**config.mk**
```make
export PLATFORM = sky130hd
export DESIGN_NAME = bit_stream_serializer_flat
export DESIGN_NICKNAME = d
export VERILOG_FILES = /design/src/rtl/bit_stream_serializer_pkg.sv /design/src/rtl/bit_stream_serializer_if.sv /design/src/rtl/bit_stream_serializer.sv /design/src/flat_wrapper.sv
export SDC_FILE = /design/constraint.sdc
export NUM_CORES = 1
export LEC_CHECK = 0
export ABC_AREA = 1
export ABC_CLOCK_PERIOD_IN_PS = 2850
export CAP_MARGIN = 0
export CELL_PAD_IN_SITES_DETAIL_PLACEMENT = 1
export CELL_PAD_IN_SITES_GLOBAL_PLACEMENT = 1
export CORE_MARGIN = 2
export CORE_UTILIZATION = 50
export CTS_BUF_LIST = sky130_fd_sc_hd__clkbuf_2
export DETAILED_ROUTE_END_ITERATION = 8
export DONT_BUFFER_PORTS = 1
export PLACE_DENSITY_LB_ADDON = 0.1
export SLEW_MARGIN = 25
export SYNTH_ARGS = -nofsm -noshare
export SYNTH_HDL_FRONTEND = slang
export SYNTH_SLANG_ARGS = --single-unit
```
**constraint.sdc**
```tcl
create_clock -name clk -period 2.85 [get_ports clk]
set_clock_uncertainty 0.05 [all_clocks]
set_input_delay 0.57 -clock clk [delete_from_list [all_inputs] [get_ports clk]]
set_output_delay 0.57 -clock clk [all_outputs]
set_load 0.01 [all_outputs]
```
**src/rtl/bit_stream_serializer_pkg.sv**
```systemverilog
// Shared definitions for the bit stream serializer: FSM encoding and default sizes.
package bit_stream_serializer_pkg;

  typedef enum logic {
    ST_IDLE  = 1'b0,
    ST_SHIFT = 1'b1
  } state_t;

  localparam int DEFAULT_WIDTH = 8;
  localparam int DEFAULT_CNT_W = 16;

endpackage

```
**src/rtl/bit_stream_serializer_if.sv**
```systemverilog
// Parallel word input and serial bit output bundle of the serializer.
interface bit_stream_serializer_if
  import bit_stream_serializer_pkg::*;
#(
  parameter int WIDTH = DEFAULT_WIDTH,
  parameter int CNT_W = DEFAULT_CNT_W
) ();

  logic [WIDTH-1:0] data_in;
  logic             data_valid;
  logic             data_ready;
  logic             serial_bit;
  logic             bit_valid;
  logic             word_done;
  logic             busy;
  logic [CNT_W-1:0] words_sent;

  modport master (
    output data_in, data_valid,
    input  data_ready, serial_bit, bit_valid, word_done, busy, words_sent
  );

  modport slave (
    input  data_in, data_valid,
    output data_ready, serial_bit, bit_valid, word_done, busy, words_sent
  );

endinterface

```
**src/rtl/bit_stream_serializer.sv**
```systemverilog
// Purpose: parallel-to-serial front end, one bit per clock, words back-to-back.
// Latency: first bit on serial_bit the cycle after the accept edge.
// Backpressure: data_ready only when idle or on the last bit of the current word.
module bit_stream_serializer
  import bit_stream_serializer_pkg::*;
#(
  parameter int WIDTH     = DEFAULT_WIDTH,
  parameter bit MSB_FIRST = 1'b1,
  parameter bit IDLE_BIT  = 1'b0,
  parameter int CNT_W     = DEFAULT_CNT_W
) (
  input  logic             clk,
  input  logic             reset,
  bit_stream_serializer_if.slave bus
);

  localparam int BW = $clog2(WIDTH);
  localparam logic [BW-1:0] LAST_IDX = BW'(WIDTH - 1);

  state_t           state, state_nxt;
  logic [WIDTH-1:0] shreg, shreg_nxt;
  logic [BW-1:0]    bit_cnt, bit_cnt_nxt;
  logic             serial_bit_q, bit_valid_q, word_done_q;
  logic             serial_bit_nxt, bit_valid_nxt, word_done_nxt;
  logic [CNT_W-1:0] words_sent_q;
  logic             last_bit;
  logic             accept;

  function automatic logic head_of(input logic [WIDTH-1:0] v);
    return MSB_FIRST ? v[WIDTH-1] : v[0];
  endfunction

  function automatic logic [WIDTH-1:0] shift_of(input logic [WIDTH-1:0] v);
    return MSB_FIRST ? {v[WIDTH-2:0], 1'b0} : {1'b0, v[WIDTH-1:1]};
  endfunction

  assign last_bit       = (state == ST_SHIFT) && (bit_cnt == LAST_IDX);
  assign bus.data_ready = !reset && ((state == ST_IDLE) || last_bit);
  assign accept         = bus.data_valid && bus.data_ready;

  always_comb begin
    state_nxt   = state;
    shreg_nxt   = shreg;
    bit_cnt_nxt = bit_cnt;
    unique case (state)
      ST_IDLE: begin
        if (accept) begin
          shreg_nxt   = bus.data_in;
          bit_cnt_nxt = '0;
          state_nxt   = ST_SHIFT;
        end
      end
      ST_SHIFT: begin
        if (last_bit) begin
          bit_cnt_nxt = '0;
          if (accept) shreg_nxt = bus.data_in;
          else        state_nxt = ST_IDLE;
        end else begin
          shreg_nxt   = shift_of(shreg);
          bit_cnt_nxt = bit_cnt + BW'(1);
        end
      end
      default: state_nxt = ST_IDLE;
    endcase

    // Outputs are registered, so they are derived from the next-cycle state.
    serial_bit_nxt = IDLE_BIT;
    bit_valid_nxt  = 1'b0;
    word_done_nxt  = 1'b0;
    if (state_nxt == ST_SHIFT) begin
      serial_bit_nxt = head_of(shreg_nxt);
      bit_valid_nxt  = 1'b1;
      word_done_nxt  = (bit_cnt_nxt == LAST_IDX);
    end
  end

  always_ff @(posedge clk) begin
    if (reset) begin
      state        <= ST_IDLE;
      shreg        <= '0;
      bit_cnt      <= '0;
      serial_bit_q <= IDLE_BIT;
      bit_valid_q  <= 1'b0;
      word_done_q  <= 1'b0;
      words_sent_q <= '0;
    end else begin
      state        <= state_nxt;
      shreg        <= shreg_nxt;
      bit_cnt      <= bit_cnt_nxt;
      serial_bit_q <= serial_bit_nxt;
      bit_valid_q  <= bit_valid_nxt;
      word_done_q  <= word_done_nxt;
      if (last_bit && !(&words_sent_q))
        words_sent_q <= words_sent_q + CNT_W'(1);
    end
  end

  assign bus.serial_bit = serial_bit_q;
  assign bus.bit_valid  = bit_valid_q;
  assign bus.word_done  = word_done_q;
  assign bus.busy       = (state == ST_SHIFT);
  assign bus.words_sent = words_sent_q;

endmodule

```
**src/flat_wrapper.sv**
```systemverilog
// flat-port wrapper written by rule: the top's interface ports become plain ports
module bit_stream_serializer_flat import bit_stream_serializer_pkg::*;
#(
  parameter int WIDTH     = DEFAULT_WIDTH,
  parameter bit MSB_FIRST = 1'b1,
  parameter bit IDLE_BIT  = 1'b0,
  parameter int CNT_W     = DEFAULT_CNT_W
)
  (clk, reset, bus_data_in, bus_data_valid, bus_data_ready, bus_serial_bit, bus_bit_valid, bus_word_done, bus_busy, bus_words_sent);
  bit_stream_serializer_if #(.WIDTH(WIDTH), .CNT_W(CNT_W)) bus_i ();
  input  logic clk;
  input  logic reset;
  input wire logic [$bits(bus_i.data_in)-1:0] bus_data_in;
  input wire logic [$bits(bus_i.data_valid)-1:0] bus_data_valid;
  output wire logic [$bits(bus_i.data_ready)-1:0] bus_data_ready;
  output wire logic [$bits(bus_i.serial_bit)-1:0] bus_serial_bit;
  output wire logic [$bits(bus_i.bit_valid)-1:0] bus_bit_valid;
  output wire logic [$bits(bus_i.word_done)-1:0] bus_word_done;
  output wire logic [$bits(bus_i.busy)-1:0] bus_busy;
  output wire logic [$bits(bus_i.words_sent)-1:0] bus_words_sent;
  assign bus_i.data_in = bus_data_in;
  assign bus_i.data_valid = bus_data_valid;
  assign bus_data_ready = bus_i.data_ready;
  assign bus_serial_bit = bus_i.serial_bit;
  assign bus_bit_valid = bus_i.bit_valid;
  assign bus_word_done = bus_i.word_done;
  assign bus_busy = bus_i.busy;
  assign bus_words_sent = bus_i.words_sent;
  bit_stream_serializer #(.WIDTH(WIDTH), .MSB_FIRST(MSB_FIRST), .IDLE_BIT(IDLE_BIT), .CNT_W(CNT_W)) u_core (.clk(clk), .reset(reset), .bus(bus_i));
endmodule
```
==> results.py <==
metrics = {
    "critical_path": {
        "cp_slowest_cell": "dfxtp_1",
        "crit_fanout": 9,
        "worstPathCellList": "ha_1 > ha_1 > nor2_4 > nor2_4",
        "cp_top_family": "adder cells",
        "worstReg2RegEnd": "u_core.bus.words_sent[11]",
        "path_depth": 4,
        "reg2reg_from": "u_core.bus.words_sent[0]",
        "rrSetupSlack_ns": 0.98,
        "path_buf_inv": 0,
        "path_class": "flip-flop to output port",
        "required_ns": 2.23,
        "crit_start": "u_core.bit_cnt[0]",
        "cp-start-kind": "flip-flop",
        "r2r_cells": 7,
        "arrival_ns": 1.52,
        "end_kind": "output port",
        "critPathMaxStageDelay_ns": 0.36,
        "endpoint": "bus_data_ready",
    },
    "floorplanning": {
        "start_util_pct": 52.83,
        "pin_count": 32,
        "die_area_um2": 3696,
        "fp-row-count": 20,
        "die_h_um": 60.80,
        "core_area_um2": 3053,
        "die_w_um": 60.80,
    },
    "hold_path": {
        "hold-path-cell-count": 1,
        "hold_path.class": "input pin to flip-flop",
    },
    "global_routing": {
        "grt_pass1_wl_mm": 6.451,
        "grt_pass1_vias": 1535,
        "antenna_found_initial": 0,
        "grt_usage_pct": 23.05,
        "grt-ovfl-total": 0,
        "grt_max_degree": 19,
    },
    "power": {
        "power_frac_seq_pct": 64.0,
        "p_sw_share_pct": 26.65,
        "power_density_nw_per_um2": 416.7,
        "cellLeakagePower_uw": 0.0006443,
        "ir_drop_mv": 0.2057,
        "clkPwrFrac_pct": 30.1,
        "pwr-share-comb_pct": 5.9,
        "p_int_uw": 507.5,
        "switchingPower_uw": 184.4,
    },
    "sta": {
        "rsz0062_at_grt": "no",
        "tns_ns": 0,
        "hold_violations": 0,
        "slew_headroom_pct": 67.40,
        "worst_slack_ns": 0.7133,
        "worst_slew_pin_slew_ns": 0.4889,
        "slew_viol_final": 0,
        "setup_viol_count_final": 0,
        "fmax_ghz": 0.4680,
        "finalCritPeriodShare_pct": 74.97,
        "fin_crit_ns": 2.137,
        "hold_ws_ns": 0.2012,
    },
    "route": {
        "drc": 0,
        "routed.top_layer": "met4",
        "drtIter0Drc": 76,
        "drt_wl_total_mm": 3.741,
        "drt-met1-wl_mm": 1.618,
        "dr_wl_met2_mm": 1.933,
        "viasPerCell": 5.398,
        "wl_met3_um": 145,
        "drtAntennaViolNets": 0,
        "wl_per_cell_um": 13.91,
        "drt_first_pass_iters": 4,
        "vias": 1452,
    },
    "synth": {
        "synth-edff-count": 0,
        "synth_cells": 224,
        "yosysSeqAreaShare_pct": 37.24,
        "synthTopCellsByArea": "dfxtp_1 (37%), nand2_1 (15%), nand3_1 (5.9%)",
        "async_reset_ff_share_pct": 0,
        "syn-num-nets": 238,
        "syn_area_um2": 1613,
        "syn_area_per_cell_um2": 7.200,
        "synthFlopType": "dfxtp_1",
        "yosysTopAreaCell": "dfxtp_1",
        "synth_cell_types": 29,
        "yosys_warnings": 0,
        "yosys.area.top_type_share_pct": 37.24,
        "ys_ff_latch": 30,
    },
    "clock_network": {
        "cts_hold_buf": 0,
        "ctsResizeCount": 0,
        "cts_buffer_depth": 2,
        "cts_tree": "yes",
        "clk-insertion-delay-late_ns": 0.36,
        "h-tree-depth": 2,
        "cts_num_sinks": 30,
        "cts_buffers": 5,
        "cts-root-buf": "clkbuf_2",
        "post_cts_buffers": 0,
        "cts.clk_slew.worst_paths_ns": 0.16,
    },
    "job": {
        "cap_violations": 0,
    },
    "layout": {
        "final_cells": 269,
        "fin_nets": 238,
        "layout_common_cells": "nand2_1 (65), dfxtp_1 (30), nor2_1 (23)",
        "antenna_cells": 0,
        "fin_util_pct": 54.39,
        "area_delta_synth_final_pct": 2.948,
        "final_common_cell": "nand2_1",
        "drive_gt1_share_pct": 14.22,
    },
    "place": {
        "portBuffers": 0,
        "dp.cells": 261,
        "pre_cts_ws_ns": 1.010,
        "place_hpwl_mm": 2.850,
        "gp_congestion": 0.8068,
    },
    "status": {
        "status": "finished, final reports clean",
    },
}
==> metrics by stage <==
| step | area (um^2) | power, uW |
|---|---|---|
| after CTS | 1660 | 700.7 |
| after floorplan | 1613 | 490.8 |
| after global routing | 1660 | 725.2 |
| final | 1660 | 691.9 |
| after global placement | 1622 | 490.1 |
| after detailed placement | 1622 | 493.0 |
==> state kept, by name (all words and copies together), names as in the netlist <==
name and count:
u_core.bit_cnt 3, u_core.bus.busy 1, u_core.bus.serial_bit 1, u_core.bus.word_done 1
u_core.shreg 8, u_core.bus.words_sent 16
==> Yosys cell counts (2+ instances only) <==
library cell and count:
nand3_1 19, nand4_1 5, dfxtp_1 30, nand2_4 2, nor2_4 5, o21ai_0 9, xor2_1 4, buf_6 2
o211ai_1 2, nand2_1 65, ha_1 3, xnor2_1 2, inv_1 18, nor2_1 23, clkbuf_1 2, nor2_2 4
a21oi_2 10, a21oi_1 8
==> power groups by stage <==
stage               clock network [uW]  registers (uW)  logic, uW
floorplan                            0             449       42.2
global placement                     0             451       38.8
detailed placement                   0             452       41.3
CTS                                216             443       41.5
global route                       232             445       48.4
finish                             208             443       40.7
==> area by class of cell <==
cell class | count | area [um^2]
flip-flops and latches | 30 | 600.6
multi-input cells | 168 | 894.6
clock inverters | 2 | 8.758
well taps | 44 | 55.05
fillers | 424 | 1393
clock buffers | 6 | 30.03
inverters | 19 | 71.32
==> logic make-up (layout without fill, tap and decap cells) <==
group | after synthesis | after routing | synth area share (%)
simple gates | 126 | 126 | 36.23
fa+ha+maj | 3 | 3 | 2.328
compound gates | 33 | 33 | 13.65
flops | 30 | 30 | 37.24
xor+xnor | 6 | 6 | 3.258
buf+inv | 26 | 27 | 7.292
==> worst min-delay path by stage <==
stage / startpoint / end / slack (ns)
global placement: u_core.shreg[0] / u_core.shreg[0] / 0.40
detailed placement: u_core.shreg[0] / u_core.shreg[0] / 0.41
finish: reset / u_core.bus.words_sent[10] / 0.20
floorplan: u_core.shreg[0] / u_core.shreg[0] / 0.39
CTS: reset / u_core.bus.words_sent[2] / 0.18
global route: reset / u_core.bus.words_sent[2] / 0.18
==> routing by layer <==
metal  track usage [%]  vias up
met5                 0        -
met3             5.757        5
li1                  -      726
met1             24.67      693
met2             43.01       28
met4             9.006        0
Power figures use the tool's default switching activity.
